===== config.mk =====
export PLATFORM = sky130hd
export DESIGN_NAME = store_narrower_flat
export DESIGN_NICKNAME = d
export VERILOG_FILES = /design/src/rtl/store_narrower_if.sv /design/src/rtl/store_narrower.sv /design/src/flat_wrapper.sv
export SDC_FILE = /design/constraint.sdc
export NUM_CORES = 1
export LEC_CHECK = 0
export ABC_AREA = 1
export BUFFER_PORTS_ARGS = -buffer_cell sky130_fd_sc_hd__buf_2
export CORE_AREA = 2 2 112 87
export DETAILED_ROUTE_END_ITERATION = 10
export DIE_AREA = 0 0 114 89
export PLACE_DENSITY_LB_ADDON = 0.15
export SYNTH_ARGS = -nofsm -noshare
export SYNTH_HDL_FRONTEND = slang
export SYNTH_SLANG_ARGS = --single-unit

===== constraint.sdc =====
create_clock -name clk -period 1.6 [get_ports clk]
set_input_delay 0.32 -clock clk [delete_from_list [all_inputs] [get_ports clk]]
set_output_delay 0.32 -clock clk [all_outputs]
set_load 0.01 [all_outputs]

===== src/rtl/store_narrower_if.sv =====
// Store request side and narrow memory write port of the store narrower.
// The slave modport is the narrower's view; the master modport is the EX/MEM and memory side.
interface store_narrower_if #(
    parameter int ADDR_W = 32,
    parameter int DATA_W = 32,
    parameter int MEM_W  = 16
);
    logic              req_valid;
    logic              req_ready;
    logic [ADDR_W-1:0] req_addr;
    logic [DATA_W-1:0] req_data;
    logic [1:0]        req_size;
    logic              mem_valid;
    logic              mem_ready;
    logic [ADDR_W-1:0] mem_addr;
    logic [MEM_W-1:0]  mem_wdata;
    logic [1:0]        mem_be;
    logic              mem_last;
    logic              err_misalign;
    logic              busy;

    modport slave (
        input  req_valid, req_addr, req_data, req_size, mem_ready,
        output req_ready, mem_valid, mem_addr, mem_wdata, mem_be, mem_last,
               err_misalign, busy
    );

    modport master (
        output req_valid, req_addr, req_data, req_size, mem_ready,
        input  req_ready, mem_valid, mem_addr, mem_wdata, mem_be, mem_last,
               err_misalign, busy
    );
endinterface


===== src/rtl/store_narrower.sv =====
// Splits a 32-bit SB/SH/SW store into one or two 16-bit beats with byte enables.
// A word goes out low half first (little-endian), the upper half is latched at accept.
module store_narrower #(
    parameter int ADDR_W = 32,
    parameter int DATA_W = 32,
    parameter int MEM_W  = 16
) (
    input  logic                clk,
    input  logic                rst_n,
    store_narrower_if.slave     bus
);
    typedef enum logic [1:0] {IDLE, BEAT0, BEAT1} state_t;

    state_t            state_q;
    logic              valid_q;
    logic [ADDR_W-1:0] addr_q;
    logic [ADDR_W-1:0] addr_d;
    logic [MEM_W-1:0]  wdata_q;
    logic [MEM_W-1:0]  upper_q;
    logic [1:0]        be_q;
    logic              last_q;
    logic              err_q;
    logic              illegal;

    assign illegal = (bus.req_size == 2'b11) ||
                     (bus.req_size == 2'b01 && bus.req_addr[0]) ||
                     (bus.req_size == 2'b10 && bus.req_addr[1:0] != 2'b00);

    // Second-beat address wraps naturally at the top of the address space.
    assign addr_d = addr_q + ADDR_W'(2);

    always_ff @(posedge clk or negedge rst_n) begin
        if (!rst_n) begin
            state_q <= IDLE;
            valid_q <= 1'b0;
            addr_q  <= '0;
            wdata_q <= '0;
            upper_q <= '0;
            be_q    <= 2'b00;
            last_q  <= 1'b0;
            err_q   <= 1'b0;
        end else begin
            err_q <= 1'b0;
            case (state_q)
                IDLE: begin
                    if (bus.req_valid) begin
                        if (illegal) begin
                            err_q <= 1'b1;
                        end else begin
                            state_q <= BEAT0;
                            valid_q <= 1'b1;
                            upper_q <= bus.req_data[DATA_W-1:MEM_W];
                            if (bus.req_size == 2'b00) begin
                                addr_q  <= {bus.req_addr[ADDR_W-1:1], 1'b0};
                                wdata_q <= {2{bus.req_data[7:0]}};
                                be_q    <= bus.req_addr[0] ? 2'b10 : 2'b01;
                                last_q  <= 1'b1;
                            end else begin
                                addr_q  <= bus.req_addr;
                                wdata_q <= bus.req_data[MEM_W-1:0];
                                be_q    <= 2'b11;
                                last_q  <= (bus.req_size == 2'b01);
                            end
                        end
                    end
                end
                BEAT0: begin
                    if (bus.mem_ready) begin
                        if (!last_q) begin
                            state_q <= BEAT1;
                            addr_q  <= addr_d;
                            wdata_q <= upper_q;
                            be_q    <= 2'b11;
                            last_q  <= 1'b1;
                        end else begin
                            state_q <= IDLE;
                            valid_q <= 1'b0;
                        end
                    end
                end
                BEAT1: begin
                    if (bus.mem_ready) begin
                        state_q <= IDLE;
                        valid_q <= 1'b0;
                    end
                end
                default: begin
                    state_q <= IDLE;
                    valid_q <= 1'b0;
                end
            endcase
        end
    end

    assign bus.req_ready    = (state_q == IDLE);
    assign bus.busy         = (state_q != IDLE);
    assign bus.mem_valid    = valid_q;
    assign bus.mem_addr     = addr_q;
    assign bus.mem_wdata    = wdata_q;
    assign bus.mem_be       = be_q;
    assign bus.mem_last     = last_q;
    assign bus.err_misalign = err_q;
endmodule


===== src/flat_wrapper.sv =====
// flat-port wrapper written by rule: the top's interface ports become plain ports
module store_narrower_flat 
#(
    parameter int ADDR_W = 32,
    parameter int DATA_W = 32,
    parameter int MEM_W  = 16
)
  (clk, rst_n, bus_req_valid, bus_req_addr, bus_req_data, bus_req_size, bus_mem_ready, bus_req_ready, bus_mem_valid, bus_mem_addr, bus_mem_wdata, bus_mem_be, bus_mem_last, bus_err_misalign, bus_busy);
  store_narrower_if #(.ADDR_W(ADDR_W), .DATA_W(DATA_W), .MEM_W(MEM_W)) bus_i ();
  input  logic clk;
  input  logic rst_n;
  input wire logic [$bits(bus_i.req_valid)-1:0] bus_req_valid;
  input wire logic [$bits(bus_i.req_addr)-1:0] bus_req_addr;
  input wire logic [$bits(bus_i.req_data)-1:0] bus_req_data;
  input wire logic [$bits(bus_i.req_size)-1:0] bus_req_size;
  input wire logic [$bits(bus_i.mem_ready)-1:0] bus_mem_ready;
  output wire logic [$bits(bus_i.req_ready)-1:0] bus_req_ready;
  output wire logic [$bits(bus_i.mem_valid)-1:0] bus_mem_valid;
  output wire logic [$bits(bus_i.mem_addr)-1:0] bus_mem_addr;
  output wire logic [$bits(bus_i.mem_wdata)-1:0] bus_mem_wdata;
  output wire logic [$bits(bus_i.mem_be)-1:0] bus_mem_be;
  output wire logic [$bits(bus_i.mem_last)-1:0] bus_mem_last;
  output wire logic [$bits(bus_i.err_misalign)-1:0] bus_err_misalign;
  output wire logic [$bits(bus_i.busy)-1:0] bus_busy;
  assign bus_i.req_valid = bus_req_valid;
  assign bus_i.req_addr = bus_req_addr;
  assign bus_i.req_data = bus_req_data;
  assign bus_i.req_size = bus_req_size;
  assign bus_i.mem_ready = bus_mem_ready;
  assign bus_req_ready = bus_i.req_ready;
  assign bus_mem_valid = bus_i.mem_valid;
  assign bus_mem_addr = bus_i.mem_addr;
  assign bus_mem_wdata = bus_i.mem_wdata;
  assign bus_mem_be = bus_i.mem_be;
  assign bus_mem_last = bus_i.mem_last;
  assign bus_err_misalign = bus_i.err_misalign;
  assign bus_busy = bus_i.busy;
  store_narrower #(.ADDR_W(ADDR_W), .DATA_W(DATA_W), .MEM_W(MEM_W)) u_core (.clk(clk), .rst_n(rst_n), .bus(bus_i));
endmodule

==> out/qor.csv <==
stage,metric,value,unit
run_status,status,completed,
clock_network,numCtsBuffers,9,
pwr,seqPwrFrac,36.0,%
drt,post_drt_via_cell_ratio,5.02,
placed_design,io_buffers,124,
grt,grt_pass1_vias,4006,
placed_design,gp_congestion,0.891,
synthesis,synth.area.top_cells,"dfrtp_1 (42%), nand2_1 (22%), nor2_1 (7.7%)",
grt,grt_pass1_wl,19700,um
setup_path,worstSetupStartpointType,flop,
die,coreArea,0.00893,mm^2
synthesis,synthCells,620,
pwr,power.leakage,2.74,nW
drt,wl_per_cell,14.1,um
synthesis,yosys.area.top_type_share,42.4,%
drt,antenna_left,0,
cells_and_area,mostFrequentLayoutCells,"nand2_1 (237), buf_2 (124), nor2_1 (72)",
sta,layout_min_cycle_time,1.56,ns
clock_network,clock-sinks,71,
sta,rsz0062_at_grt,true,
sta,slew_viol_final,0,
pwr,p_int,5.60,mW
clock_network,hold_buffers,0,
die,num_rows,30,
synthesis,avgSynthCellArea,6.75,um^2
die,die_h,89,um
setup_path,crit_slowest_cell,dfrtp_1,
clock_network,clkSlewWorstSetupHoldPaths,0.06,ns
pwr,p_comb_share,41.2,%
drt,num_vias,4399,
placed_design,dpl_cell_area,0.00509,mm^2
sta,worstMarginPinSlew,0.399,ns
synthesis,synth_edf_count,0,
setup_path,arrival,1.77,ns
synthesis,async_flop_share,100,%
grt,antenna_found_initial,0,
die,start_util,46.9,%
synthesis,synth_cell_types,28,
clock_network,clockRootBuffer,clkbuf_16,
setup_path,reg2reg_slack,0.04,ns
flow_run,drv_cap,0,
cells_and_area,fillers,845,
pwr,pwr-share-clk,22.7,%
sta,holdWs,0.00101,ns
die,ios,125,
pwr,switchingPower,3.83,mW
grt,grtUsageTotal,24.8,%
setup_path,crit_path_frequent_cell,nand2_2,
synthesis,synth_top_area_cell,dfrtp_1,
cells_and_area,stdcell_area,0.00553,mm^2
setup_path,endpoint_kind,flop,
setup_path,worst_ep_required_time,1.81,ns
sta,fin_crit_sh,97.6,%
cells_and_area,multi_input_area,0.00221,mm^2
cells_and_area,regArea,0.00178,mm^2
synthesis,synth_nets,691,
pwr,p_per_area,1710,mW/mm^2
drt,dr.pass1.iters,5,
setup_path,path_class,flop to flop,
cells_and_area,nets,831,
synthesis,syn_area,0.00419,mm^2
setup_path,r2r-start,u_core.bus.mem_addr[1],
grt,grt_overflow_total,0,
setup_path,cp_max_fo,4,
pwr,p_sw_share,40.6,%
synthesis,ys.flop_type,dfrtp_1,
die,dieArea,0.0101,mm^2
grt,grt_max_degree,72,
placed_design,hpwlAfterDp,9010,um
clock_network,clk_path_buf_depth,2,
drt,wirelength,12400,um
cells_and_area,post-route-util,61.8,%
clock_network,cts_tree,yes,
synthesis,synth_seq_cells,71,
clock_network,htreeDepth,3,
drt,drt_first_iter_violations,306,
sta,timing.fmax,641,MHz
setup_path,cp_cell_sequence,"ha_2, nand2_2, nor2_4, nand2_2, buf_4, o21ai_1, nand3_1, nand2_1, o21ai_0",
min_path,hold_path.class,input pin to async pin,
pwr,ir_drop,0.823,mV
setup_path,timing.rr.end,u_core.bus.mem_addr[15],
setup_path,cpPeakStageDelay,0.37,ns
cells_and_area,layout_commonest_cell,nand2_1,
clock_network,clock_latency,0.33,ns
sta,finalHoldViolations,0,
sta,slew_headroom,73.4,%
synthesis,ys_warn_count,0,
cells_and_area,antennaDiodeCount,0,
setup_path,reg2reg_depth,9,
drt,drc_errors,0,
cells_and_area,area_growth,32.0,%
die,die_x,114,um
sta,setup_viol,0,
sta,finalClockSkew,0.00474,ns
synthesis,ys_seq_area_share,42.4,%
cells_and_area,drive_gt1_share,27.9,%
## per-layer routing
metal / up-vias / wire length [um] / GRT usage [%]
li1: 2230 / - / -
met1: 2011 / 6140 / 36.9
met2: 148 / 5330 / 37.3
met3: 10 / 817 / 5.22
met4: 0 / 108 / 5.65
met5: - / 0 / 0
## Yosys cell counts (2+ instances only)
cell type / n
nand2_1: 241
nor2_1: 86
dfrtp_1: 71
o21ai_0: 59
nand3_1: 44
inv_1: 41
buf_2: 15
nor2_2: 15
o211ai_1: 10
clkbuf_1: 5
xnor2_1: 5
a21oi_1: 4
and2_1: 3
buf_6: 3
o21ai_1: 3
inv_2: 2
or2_2: 2
## worst max-delay path by stage
stage	startpoint	endpoint	cells past startpoint	slack [ns]
after floorplan	u_core.bus.mem_addr[1]	u_core.bus.mem_addr[23]	10	0.05
after global placement	u_core.bus.mem_addr[1]	u_core.bus.mem_addr[27]	10	-0.01
after detailed placement	u_core.bus.mem_addr[1]	u_core.bus.mem_addr[27]	10	-0.09
after CTS	u_core.bus.mem_addr[1]	u_core.bus.mem_addr[15]	9	0.03
after global routing	u_core.bus.mem_addr[14]	u_core.bus.mem_addr[31]	9	-0.09
final	u_core.bus.mem_addr[1]	u_core.bus.mem_addr[15]	9	0.04
## cells by family after synthesis
kind of cell	share of synthesized area (%)
and+or+nand+nor	38.7
AOI/OAI and AO/OA	10.1
DFF	42.4
buffers and inverters	7.20
xor gates and xnor gates	1.26
adders and majority gates	0.299
## worst max-delay path, delay by kind of cell, from the launching register on
kind,cells,cell delay (ns)
AND/OR/NAND/NOR,5,0.52
flip-flops,1,0.37
AO/OA/AOI/OAI,2,0.21
adder cells (fa/ha/maj),1,0.19
buffers and inverters,1,0.15
## sequential cells by signal, summed over array words and instances, names as in the netlist
signal / cells
u_core.bus.mem_addr: 32
u_core.bus.mem_wdata: 16
u_core.upper_q: 16
u_core.bus.mem_be: 2
u_core.state_q: 2
u_core.bus.err_misalign: 1
u_core.bus.mem_last: 1
u_core.bus.mem_valid: 1
## power by group through the flow
stage                     Clock, mW  Combinational (mW)  Sequential, mW
after floorplan                   0                1.96            3.55
after global placement            0                3.69            3.36
after detailed placement          0                3.79            3.38
after CTS                      2.18                3.82            3.37
after global routing           2.25                4.39            3.51
final                          2.15                3.89            3.40
## metrics by stage
| step | worst slack, ns | power (mW) | instances | setup TNS [ns] |
|---|---|---|---|---|
| 5_1_grt | -0.0920 | 10.2 | 876 | -0.553 |
| 4_1_cts | 0.0286 | 9.37 | 874 | 0 |
| 2_1_floorplan | 0.0458 | 5.51 | 620 | 0 |
| 3_3_place_gp | -0.0145 | 7.05 | 859 | -0.0145 |
| 3_5_place_dp | -0.0943 | 7.17 | 859 | -0.303 |
| 6_report | 0.0389 | 9.44 | 876 | 0 |
## repair_timing
item,CTS,global route
setup endpoints to repair,10,24
resized for setup,6,31
pin swaps,0,8
setup buffers,0,2
## layout make-up
cell class	count	share of cell area (%)
Sequential cell	71	32.2
Clock inverter	4	1.27
Multi-Input combinational cell	481	40.0
Tap cell	112	2.54
Clock buffer	11	4.39
Timing Repair Buffer	154	16.7
Inverter	43	2.92
No activity file was read; power rests on OpenSTA's default activity.
